### src/rtl/freq_state_pkg.sv
// Shared types and helpers for the frequency-to-state selector.
// Holds the FSM state enum, a clog2 helper and the FW/NCORNER defaults.
package freq_state_pkg;

    localparam int FW_DEFAULT      = 14;
    localparam int NCORNER_DEFAULT = 80;

    typedef enum logic [1:0] {
        IDLE   = 2'd0,
        SEARCH = 2'd1,
        COMMIT = 2'd2
    } fsm_t;

    // Ceiling log2; clog2(1) = 0.
    function automatic int clog2(input int n);
        int r;
        r = 0;
        while ((1 << r) < n) r++;
        return r;
    endfunction

endpackage

### src/rtl/freq_state_sel_if.sv
// Lookup and corner-table bus of the frequency-to-state selector.
// master: drives f/f_valid/cfg_*; slave: returns f_ready, cfg_err, state, state_valid.
interface freq_state_sel_if #(
    parameter int FW = 14,
    parameter int SW = 7
);
    logic [FW-1:0] f;
    logic          f_valid;
    logic          f_ready;
    logic          cfg_we;
    logic [SW-1:0] cfg_addr;
    logic [FW-1:0] cfg_data;
    logic          cfg_err;
    logic [SW-1:0] state;
    logic          state_valid;

    modport master (
        output f, f_valid, cfg_we, cfg_addr, cfg_data,
        input  f_ready, cfg_err, state, state_valid
    );

    modport slave (
        input  f, f_valid, cfg_we, cfg_addr, cfg_data,
        output f_ready, cfg_err, state, state_valid
    );
endinterface

### src/rtl/freq_corner_ram.sv
// Corner-frequency register file: NCORNER x FW, one write port, one async read.
// Ports: clk, rst, we/waddr/wdata (write), raddr -> rdata (read, 0 if out of range).
module freq_corner_ram #(
    parameter int FW      = 14,
    parameter int NCORNER = 80,
    parameter int SW      = 7
) (
    input  logic          clk,
    input  logic          rst,
    input  logic          we,
    input  logic [SW-1:0] waddr,
    input  logic [FW-1:0] wdata,
    input  logic [SW-1:0] raddr,
    output logic [FW-1:0] rdata
);
    localparam logic [SW-1:0] NC = SW'(NCORNER);

    logic [FW-1:0] fc [NCORNER];

    always_ff @(posedge clk or posedge rst) begin
        if (rst) begin
            for (int k = 0; k < NCORNER; k++) fc[k] <= '0;
        end else if (we) begin
            fc[waddr] <= wdata;
        end
    end

    // The search idles with mid == NCORNER once lo == hi; keep that read in range.
    assign rdata = (raddr < NC) ? fc[raddr] : '0;

endmodule

### src/rtl/freq_state_sel.sv
// Maps a measured frequency to a band state via a fixed-latency binary search.
// Ports: clk, rst (async, active high), bus (freq_state_sel_if.slave). Option: FREQ_STATE_SEL_DWELL_EN.
module freq_state_sel
    import freq_state_pkg::*;
#(
    parameter int FW      = FW_DEFAULT,
    parameter int NCORNER = NCORNER_DEFAULT,
    parameter int SW      = 7,
    parameter int DWELL   = 3
) (
    input logic            clk,
    input logic            rst,
    freq_state_sel_if.slave bus
);
    localparam logic [SW-1:0] NC   = SW'(NCORNER);
    localparam logic [SW-1:0] LAST = SW'(SW - 1);

    if (SW != clog2(NCORNER + 1)) begin : g_bad_sw
        $error("SW must equal clog2(NCORNER+1)");
    end
    if (DWELL < 1) begin : g_bad_dwell
        $error("DWELL must be at least 1");
    end

    fsm_t          fsm;
    logic [FW-1:0] f_q;
    logic [FW-1:0] rd_data;
    logic [SW-1:0] lo;
    logic [SW-1:0] hi;
    logic [SW-1:0] mid;
    logic [SW-1:0] iter;
    logic [SW-1:0] cand;
    logic [SW-1:0] state_q;
    logic          valid_q;
    logic          err_q;
    logic          ready;
    logic          accept;
    logic          wr_ok;
    logic          ge;

    assign ready  = (fsm == IDLE);
    assign accept = bus.f_valid && ready;
    assign wr_ok  = bus.cfg_we && ready && (bus.cfg_addr < NC);
    assign mid    = SW'(({1'b0, lo} + {1'b0, hi}) >> 1);
    assign ge     = (f_q >= rd_data);
    assign cand   = NC - lo;

    freq_corner_ram #(
        .FW      (FW),
        .NCORNER (NCORNER),
        .SW      (SW)
    ) u_ram (
        .clk   (clk),
        .rst   (rst),
        .we    (wr_ok),
        .waddr (bus.cfg_addr),
        .wdata (bus.cfg_data),
        .raddr (mid),
        .rdata (rd_data)
    );

`ifdef FREQ_STATE_SEL_DWELL_EN
    localparam int            DW   = clog2(DWELL + 1);
    localparam logic [DW-1:0] DMAX = DW'(DWELL);

    logic [SW-1:0] prev_q;
    logic [DW-1:0] dcnt;
    logic [DW-1:0] dnext;

    // Run length of identical candidates, including the current one.
    always_comb begin
        dnext = DW'(1);
        if (cand == prev_q) begin
            dnext = (dcnt == DMAX) ? DMAX : dcnt + DW'(1);
        end
    end
`endif

    always_ff @(posedge clk or posedge rst) begin
        if (rst) begin
            fsm     <= IDLE;
            f_q     <= '0;
            lo      <= '0;
            hi      <= '0;
            iter    <= '0;
            state_q <= '0;
            valid_q <= 1'b0;
            err_q   <= 1'b0;
`ifdef FREQ_STATE_SEL_DWELL_EN
            prev_q  <= '0;
            dcnt    <= '0;
`endif
        end else begin
            valid_q <= 1'b0;
            err_q   <= bus.cfg_we && !wr_ok;
            unique case (fsm)
                IDLE: begin
                    if (accept) begin
                        f_q  <= bus.f;
                        lo   <= '0;
                        hi   <= NC;
                        iter <= '0;
                        fsm  <= SEARCH;
                    end
                end
                SEARCH: begin
                    // Converged searches keep iterating as no-ops for fixed latency.
                    if (lo != hi) begin
                        if (ge) lo <= mid + SW'(1);
                        else    hi <= mid;
                    end
                    iter <= iter + SW'(1);
                    if (iter == LAST) fsm <= COMMIT;
                end
                COMMIT: begin
                    valid_q <= 1'b1;
`ifdef FREQ_STATE_SEL_DWELL_EN
                    prev_q <= cand;
                    dcnt   <= dnext;
                    if (dnext == DMAX) state_q <= cand;
`else
                    state_q <= cand;
`endif
                    fsm <= IDLE;
                end
                default: fsm <= IDLE;
            endcase
        end
    end

    assign bus.f_ready     = ready;
    assign bus.state       = state_q;
    assign bus.state_valid = valid_q;
    assign bus.cfg_err     = err_q;

endmodule

### src/flat_wrapper.sv
// flat-port wrapper written by rule: the top's interface ports become plain ports
module freq_state_sel_flat import freq_state_pkg::*;
#(
    parameter int FW      = FW_DEFAULT,
    parameter int NCORNER = NCORNER_DEFAULT,
    parameter int SW      = 7,
    parameter int DWELL   = 3
)
  (clk, rst, bus_f, bus_f_valid, bus_cfg_we, bus_cfg_addr, bus_cfg_data, bus_f_ready, bus_cfg_err, bus_state, bus_state_valid);
  freq_state_sel_if #(.FW(FW), .SW(SW)) bus_i ();
  input logic clk;
  input logic rst;
  input wire logic [$bits(bus_i.f)-1:0] bus_f;
  input wire logic [$bits(bus_i.f_valid)-1:0] bus_f_valid;
  input wire logic [$bits(bus_i.cfg_we)-1:0] bus_cfg_we;
  input wire logic [$bits(bus_i.cfg_addr)-1:0] bus_cfg_addr;
  input wire logic [$bits(bus_i.cfg_data)-1:0] bus_cfg_data;
  output wire logic [$bits(bus_i.f_ready)-1:0] bus_f_ready;
  output wire logic [$bits(bus_i.cfg_err)-1:0] bus_cfg_err;
  output wire logic [$bits(bus_i.state)-1:0] bus_state;
  output wire logic [$bits(bus_i.state_valid)-1:0] bus_state_valid;
  assign bus_i.f = bus_f;
  assign bus_i.f_valid = bus_f_valid;
  assign bus_i.cfg_we = bus_cfg_we;
  assign bus_i.cfg_addr = bus_cfg_addr;
  assign bus_i.cfg_data = bus_cfg_data;
  assign bus_f_ready = bus_i.f_ready;
  assign bus_cfg_err = bus_i.cfg_err;
  assign bus_state = bus_i.state;
  assign bus_state_valid = bus_i.state_valid;
  freq_state_sel #(.FW(FW), .NCORNER(NCORNER), .SW(SW), .DWELL(DWELL)) u_core (.clk(clk), .rst(rst), .bus(bus_i));
endmodule
### config.mk
export PLATFORM = sky130hd
export DESIGN_NAME = freq_state_sel_flat
export DESIGN_NICKNAME = d
export VERILOG_FILES = /design/src/rtl/freq_state_pkg.sv /design/src/rtl/freq_state_sel_if.sv /design/src/rtl/freq_corner_ram.sv /design/src/rtl/freq_state_sel.sv /design/src/flat_wrapper.sv
export SDC_FILE = /design/constraint.sdc
export NUM_CORES = 2
export LEC_CHECK = 0
export ABC_AREA = 1
export BUFFER_PORTS_ARGS = -buffer_cell sky130_fd_sc_hd__buf_4
export CAP_MARGIN = 25
export CORE_MARGIN = 2
export CORE_UTILIZATION = 56
export CTS_CLUSTER_SIZE = 24
export DETAILED_ROUTE_END_ITERATION = 8
export PLACE_DENSITY = 0.68
export SETUP_SLACK_MARGIN = 0.3
export SLEW_MARGIN = 20
export SYNTH_ARGS = -nofsm -noshare
export SYNTH_HDL_FRONTEND = slang
export SYNTH_HIERARCHICAL = 1
export SYNTH_SLANG_ARGS = --single-unit
export TNS_END_PERCENT = 50
### constraint.sdc
create_clock -name clk -period 74.4 [get_ports clk]
set_clock_uncertainty 0.2 [all_clocks]
set_input_delay 0 -clock clk [delete_from_list [all_inputs] [get_ports clk]]
set_output_delay 0 -clock clk [all_outputs]
set_load 0.1 [all_outputs]
After elaboration in Yosys (flattened, before gate mapping)
Cells that the tools add are included.

Bits in registers: 1166. Input bits: 39. Output and inout bits: 10.

$add $sub $neg: 4. $lt $le $gt $ge: 6. Eq/ne operators: 9. Muxes and demuxes: 20. Bitwise logic cells: 2. Reduce and logical (&&, ||, !) cells: 13.

Operators with widths (count): bitwise mux 1120 bit (1); binary-select mux 14 bit (select 7 bit) (1); demux 14 bit (select 7 bit) (1); 2-to-1 mux 14 bit (4); 2-to-1 mux 7 bit (6); case mux 7 bit (2 select lines) (3); >= comparator 8 bit, second input constant (2); inverter 7 -> 8 bit (2); adder 7 x 1 -> 7 bit, second input constant (2); >= comparator 14 bit (1); < comparator 7 bit, second input constant (2); adder 7 x 7 -> 8 bit (1); < comparator 8 x 1 -> 1 bit, second input constant (1); AND reduction 4 bit (2); equality test 7 x 3 -> 1 bit, second input constant (1); != test 7 bit (1); subtractor 7 bit, first input constant (1); != test 2 x 1 -> 1 bit, second input constant (3); AND reduction 2 bit (3); logical AND 1 bit (5); 2-to-1 mux 2 bit (2); != test 2 bit, second input constant (2); case mux 2 bit (2 select lines) (1); equality test 2 x 1 -> 1 bit, second input constant (1); 5 further kinds (5).

Depth between registers and ports, before layout
Word-level depth: 10. Depth in mapped cells: 32. Gate-level depth less buffers: 29.

Hierarchy
Netlist, hierarchy kept.

Modules (own cells, without submodules): freq_corner_ram (times used 1, cells each 6697, area each 52257.6 um2, seq. area each 28026.9 um2); freq_state_sel (times used 1, cells each 364, area each 2846.5 um2, seq. area each 1151.1 um2).

Worst setup path after synthesis
Ideal clock, no wire load.

Kind: reg-to-reg. From: reg u_core.hi[0]. To: reg u_core.lo[4]. Data arrival time: 3.726 ns. Data required time: 74.083 ns. Setup slack: 70.357 ns. Stages on the path, launching flop included: 29. Clock period less this slack: 4.043 ns. Cell sequence: dfrtp_1 > ha_1 > fa_1 > xor2_2 > buf_2 > clkbuf_1 > clkbuf_1 > nand3_1 > nand3_1 > nand3_1 > nand2_1 > nand2_1 > nand2_1 > inv_1 > nand2_1 > nand2_1 > nand2_1 > inv_1 > ha_1 > nand2_1 > inv_1 > o21bai_1 > nand2_1 > a21oi_1 > nand2_1 > nand2_2 > nand2_2 > nand3_1 > nand2_1.

Longest elaborated chain between the ends: 9.

RTL lines: start, declared (RTL line freq_state_sel.sv:29) `logic [SW-1:0] hi;`; start signal, assigned (RTL line freq_state_sel.sv:110) `else hi <= mid;`; adder 7 x 7 -> 8 bit (*) (RTL line freq_state_sel.sv:44) `assign mid = SW'(({1'b0, lo} + {1'b0, hi}) >> 1);`; net u_core.mid[1] (RTL line freq_state_sel.sv:30) `logic [SW-1:0] mid;`; inverter 7 -> 8 bit (implied by the code) (RTL line freq_corner_ram.sv:29) `assign rdata = (raddr < NC) ? fc[raddr] : '0;`; binary-select mux 14 bit (select 7 bit) (RTL line freq_corner_ram.sv:29); 2-to-1 mux 14 bit (implied by the code) (2 in a row) (RTL line freq_corner_ram.sv:29); 2-to-1 mux 14 bit (*) (RTL line freq_corner_ram.sv:29); net u_core.rd_data[11] (RTL line freq_state_sel.sv:27) `logic [FW-1:0] rd_data;`; >= comparator 14 bit (*) (RTL line freq_state_sel.sv:45) `assign ge = (f_q >= rd_data);`; != test 2 x 1 -> 1 bit (no line) (*); AND reduction 4 bit (no line) (*); end signal, assigned (RTL line freq_state_sel.sv:109) `if (ge) lo <= mid + SW'(1);`; end, declared (RTL line freq_state_sel.sv:28) `logic [SW-1:0] lo;`.

The timed path passes the listed nets; every way through them passes the cells marked *. The select of a mux whose other input is x is not followed. A chain may end at the register's enable or synchronous reset.

Final worst setup path
From: reg u_core.lo[0]. To: reg u_core.hi[6].

Longest elaborated chain between the ends: 9.

RTL lines (RTL line): adder 7 x 7 -> 8 bit (*) (freq_state_sel.sv:44); net u_core.mid[0] (freq_state_sel.sv:30); inverter 7 -> 8 bit (implied by the code) (freq_corner_ram.sv:29); binary-select mux 14 bit (select 7 bit) (freq_corner_ram.sv:29); 2-to-1 mux 14 bit (implied by the code) (2 in a row) (freq_corner_ram.sv:29); 2-to-1 mux 14 bit (*) (freq_corner_ram.sv:29); net u_core.rd_data[13] (freq_state_sel.sv:27); >= comparator 14 bit (*) (freq_state_sel.sv:45); != test 2 bit (no line) (*); AND reduction 4 bit (no line) (*).

Marked as above.

==> impl_results.md <==
* Final Hold Viols at 0
* Io pins at 49
* Initial DRC count at 5480
* Clk buf depth at 3
* Antenna Nets Post-Route at 0
* CTS tree: done
* Die extent in y at 318 microns
* Vias in the first global route at 45.0k
* TNS Setup at 0 ps
* Crit path buffers/inverters at 5
* CP startpoint kind: register
* Crit-path leading delay family: buffers and inverters
* Asr flop ratio synth at 100%
* Synth Flop Type: dfrtp_1
* Gr usage total at 33.8%
* Netlist Area Pre-Place at 0.0551 sq mm
* Unrepaired setup endpoints after global routing: false
* Clock share of power at 47.9%
* Post-synthesis cell type count at 42
* Internal Pwr Total at 0.00100 W
* Clk root buf: clkbuf_16
* Minimum clock period at 7340 ps
* Clock sink count at 1166
* Gate Count Post-Synth at 7061
* Maximum net fanout on the critical path at 172
* Area grow syn2layout at 10.1%
* Skew-Pair Late Insertion Delay at 710 ps
* Status: complete, no violations
* Critical path type: reg -> reg
* Register share of total power at 49.3%
* Largest net degree at the start of global routing at 178
* Slowest CP cell: fa_4
* Setup-failing EPs final at 0
* Initial Util at 56.2%
* CTS resizes at 0
* Remaining DRCs at 0
* Clk slew on worst S/H paths at 60 ps
* Pre-CTS WS at 67340 ps
* P_sw at 0.000283 W
* Most used cell, CP: nand2_1
* First-pass GRT wire length at 268000 microns
* Synth Area per Inst at 7.80 sq um
* Final critical-path share of the clock period at 9.87%
* Share of cells above drive strength 1 at 6.47%
* Vias per cell at 5.81
* Worst path arrival time at 7770 ps
* DR vias at 47.9k
* Worst Path Required at 74830 ps
* Core area at 0.0980 sq mm
* Register area share after synthesis at 53.0%
* Crit path launch: u_core/lo[0]$_DFFE_PP0P_
* Max Fclk at 136 MHz
* Routed wire length at 170000 microns
* FP Rows at 115
* Remaining global-route overflow at 0
* R2r startpoint: u_core/lo[0]$_DFFE_PP0P_
* Routed length per instance at 20.6 microns
* First-pass DRT Iterations at 6
* Number of synthesized flops with an enable pin at 0
* Max VDD drop at 0.0190 mV
* Worst hold path type: in -> reg
* Initial antenna violation count at 7
* Post-DP HPWL at 97200 microns
* Nets at 6930
* Die W at 318 microns
* Final max-slew violation count at 0
* Critical Path Sink Type: register
* Relative slew slack at 27.8%
* CP peak stage delay at 1240 ps
* Actual slew at the worst max-slew pin at 1080 ps
* GPL Wtd Cong at 0.883
* # H-tree levels at 3
* Yosys Warn Count at 6
* Die area at 0.101 sq mm
* PD cells at 21.2 mW/mm^2
* Number of port buffers at 48
* Worst Min Path Start: bus_cfg_data[8]
* LEAKAGE at 28.1 nW
* CTS buffer count at 120
* #FFs+latches synth at 1166
* Combinational share of power at 2.8%
* Switching part of the total at 22.0%
* Net count after synthesis at 7126
* Final worst-path setup slack at 67060 ps
* Max-cap violations at 0
worst reg2reg max path: cells and delay by family, from the launching register on:
kind / cells / cell delay (ps)
buffers and inverters: 5 / 2580
and+or+nand+nor: 15 / 1740
adders and majority gates: 3 / 1700
AOI/OAI and AO/OA: 3 / 660
DFF: 1 / 390
cell families (layout without fill, tap and decap cells):
kind of cell,Yosys count,in the layout,synth area share [%]
xor+xnor,6,6,0.109
other cells,0,2,0
compound gates,1379,1379,12.9
flops,1166,1166,53.0
buf+inv,989,888,6.94
fa+ha+maj,26,26,0.604
simple gates,3495,3495,26.5
power groups by stage:
stage / Sequential, W / Combinational [W] / Clock [W]
2_1_floorplan: 0.000647 / 0.0000173 / 0
3_3_place_gp: 0.000646 / 0.0000326 / 0
3_5_place_dp: 0.000646 / 0.0000326 / 0
4_1_cts: 0.000634 / 0.0000358 / 0.000624
5_1_grt: 0.000634 / 0.0000391 / 0.000649
6_report: 0.000634 / 0.0000361 / 0.000616
stage by stage:
stage / power [W] / util (%) / hold slack (ps) / instance area (sq um) / std cells
2_1_floorplan: 0.000665 / - / -93.8 / 55100 / 7061
3_3_place_gp: 0.000678 / 56.8 / -3.00 / 55600 / 7936
3_5_place_dp: 0.000678 / 56.8 / 11.2 / 55700 / 7939
4_1_cts: 0.00129 / 61.8 / 2.63 / 60600 / 8244
5_1_grt: 0.00132 / 61.9 / 21.9 / 60600 / 8248
6_report: 0.00129 / 61.9 / 42.2 / 60700 / 8249
cells in the mapped netlist, types with 2 or more instances:
cell	number	area share (%)
clkbuf_1	401	2.7
nand3_2	3	0.054
nand2_2	75	0.85
ha_1	25	0.57
inv_1	447	3.0
nor3_2	5	0.091
nor2_2	7	0.079
nand2_1	2414	16
o21ai_1	96	0.87
o21ai_0	1122	10
nor3_1	12	0.11
xnor2_1	4	0.064
nor2_4	4	0.082
o22ai_1	6	0.068
clkinv_1	3	0.020
buf_1	42	0.29
dfrtp_1	1166	53
a21oi_1	95	0.86
nand3_1	737	6.7
inv_2	18	0.12
o211ai_1	31	0.42
nor3_4	5	0.15
buf_2	74	0.67
o221ai_1	25	0.40
nor2_1	214	1.5
nor4_4	9	0.35
buf_6	2	0.041
nand4_1	5	0.057
metal layers:
layer	vias up	GRT usage, %	part of all wire (%)
met5	-	0	0.030
met4	8	12.6	3.9
met3	323	5.32	8.1
met2	2050	51.6	45
met1	23200	48.9	43
li1	22300	-	-
repair_timing:
item | 4_1_cts | 5_1_grt
endpoints found under the hold margin | 949 | 0
buffers inserted | 0 | 0
hold buffers | 88 | 0
final cells by class:
type	instances	area (sq um)
sequential	1166	29200
multi-input combinational	4906	22100
fill	8700	37300
antenna	2	5.00
clock inverter	31	429
inverter	468	1780
clock buffer	186	3590
tap	1287	1610
timing repair buffer	203	1900
flip-flops by register name (all words and copies together), names as in the netlist:
register / cells
u_core/fsm: 2
u_core/bus.cfg_err: 1
u_core/u_ram/fc: 1120
u_core/lo: 7
u_core/iter: 7
u_core/bus.state_valid: 1
u_core/f_q: 14
u_core/hi: 7
u_core/bus.state: 7
placed cells by master (no fill, tap or decap), drive strengths merged:
| cell type | Yosys | layout |
|---|---|---|
| and3 | 1 | 1 |
| clkinv | 3 | 20 |
| o21ai | 1218 | 1218 |
| fa | 1 | 1 |
| ha | 25 | 25 |
| nor4 | 10 | 10 |
| bufinv | 0 | 10 |
| buf | 119 | 115 |
| a21oi | 96 | 96 |
| dfrtp | 1166 | 1166 |
| xnor2 | 4 | 4 |
| o21bai | 1 | 1 |
| o211ai | 31 | 31 |
| nand3 | 740 | 740 |
| nor3 | 22 | 22 |
| o221ai | 25 | 25 |
| clkbuf | 402 | 186 |
| clkinvlp | 0 | 2 |
| nand3b | 1 | 1 |
| inv | 465 | 467 |
| nand2 | 2490 | 2490 |
| nor2 | 226 | 226 |
| a21o | 1 | 1 |
| o21a | 1 | 1 |
| diode | 0 | 2 |
| dlygate4sd3 | 0 | 88 |
| xor2 | 2 | 2 |
| o22ai | 6 | 6 |
| nand4 | 5 | 5 |
worst paths after layout:
check / endpoint / slack (ps) / cells past startpoint
setup / recovery: u_core/hi[6]$_DFFE_PP0P_ / 67060 / 26
hold / removal: u_core/u_ram/fc[204]$_DFFE_PP0P_ / 40 / 4
setup reg to reg: u_core/hi[6]$_DFFE_PP0P_ / 67060 / 26
hold reg to reg: u_core/u_ram/fc[78]$_DFFE_PP0P_ / 280 / 2
max in group asynchronous: u_core/u_ram/fc[1035]$_DFFE_PP0P_ / 70580 / 7
min in group asynchronous: u_core/u_ram/fc[116]$_DFFE_PP0P_ / 480 / 4
No activity file was read; power rests on OpenSTA's default activity.
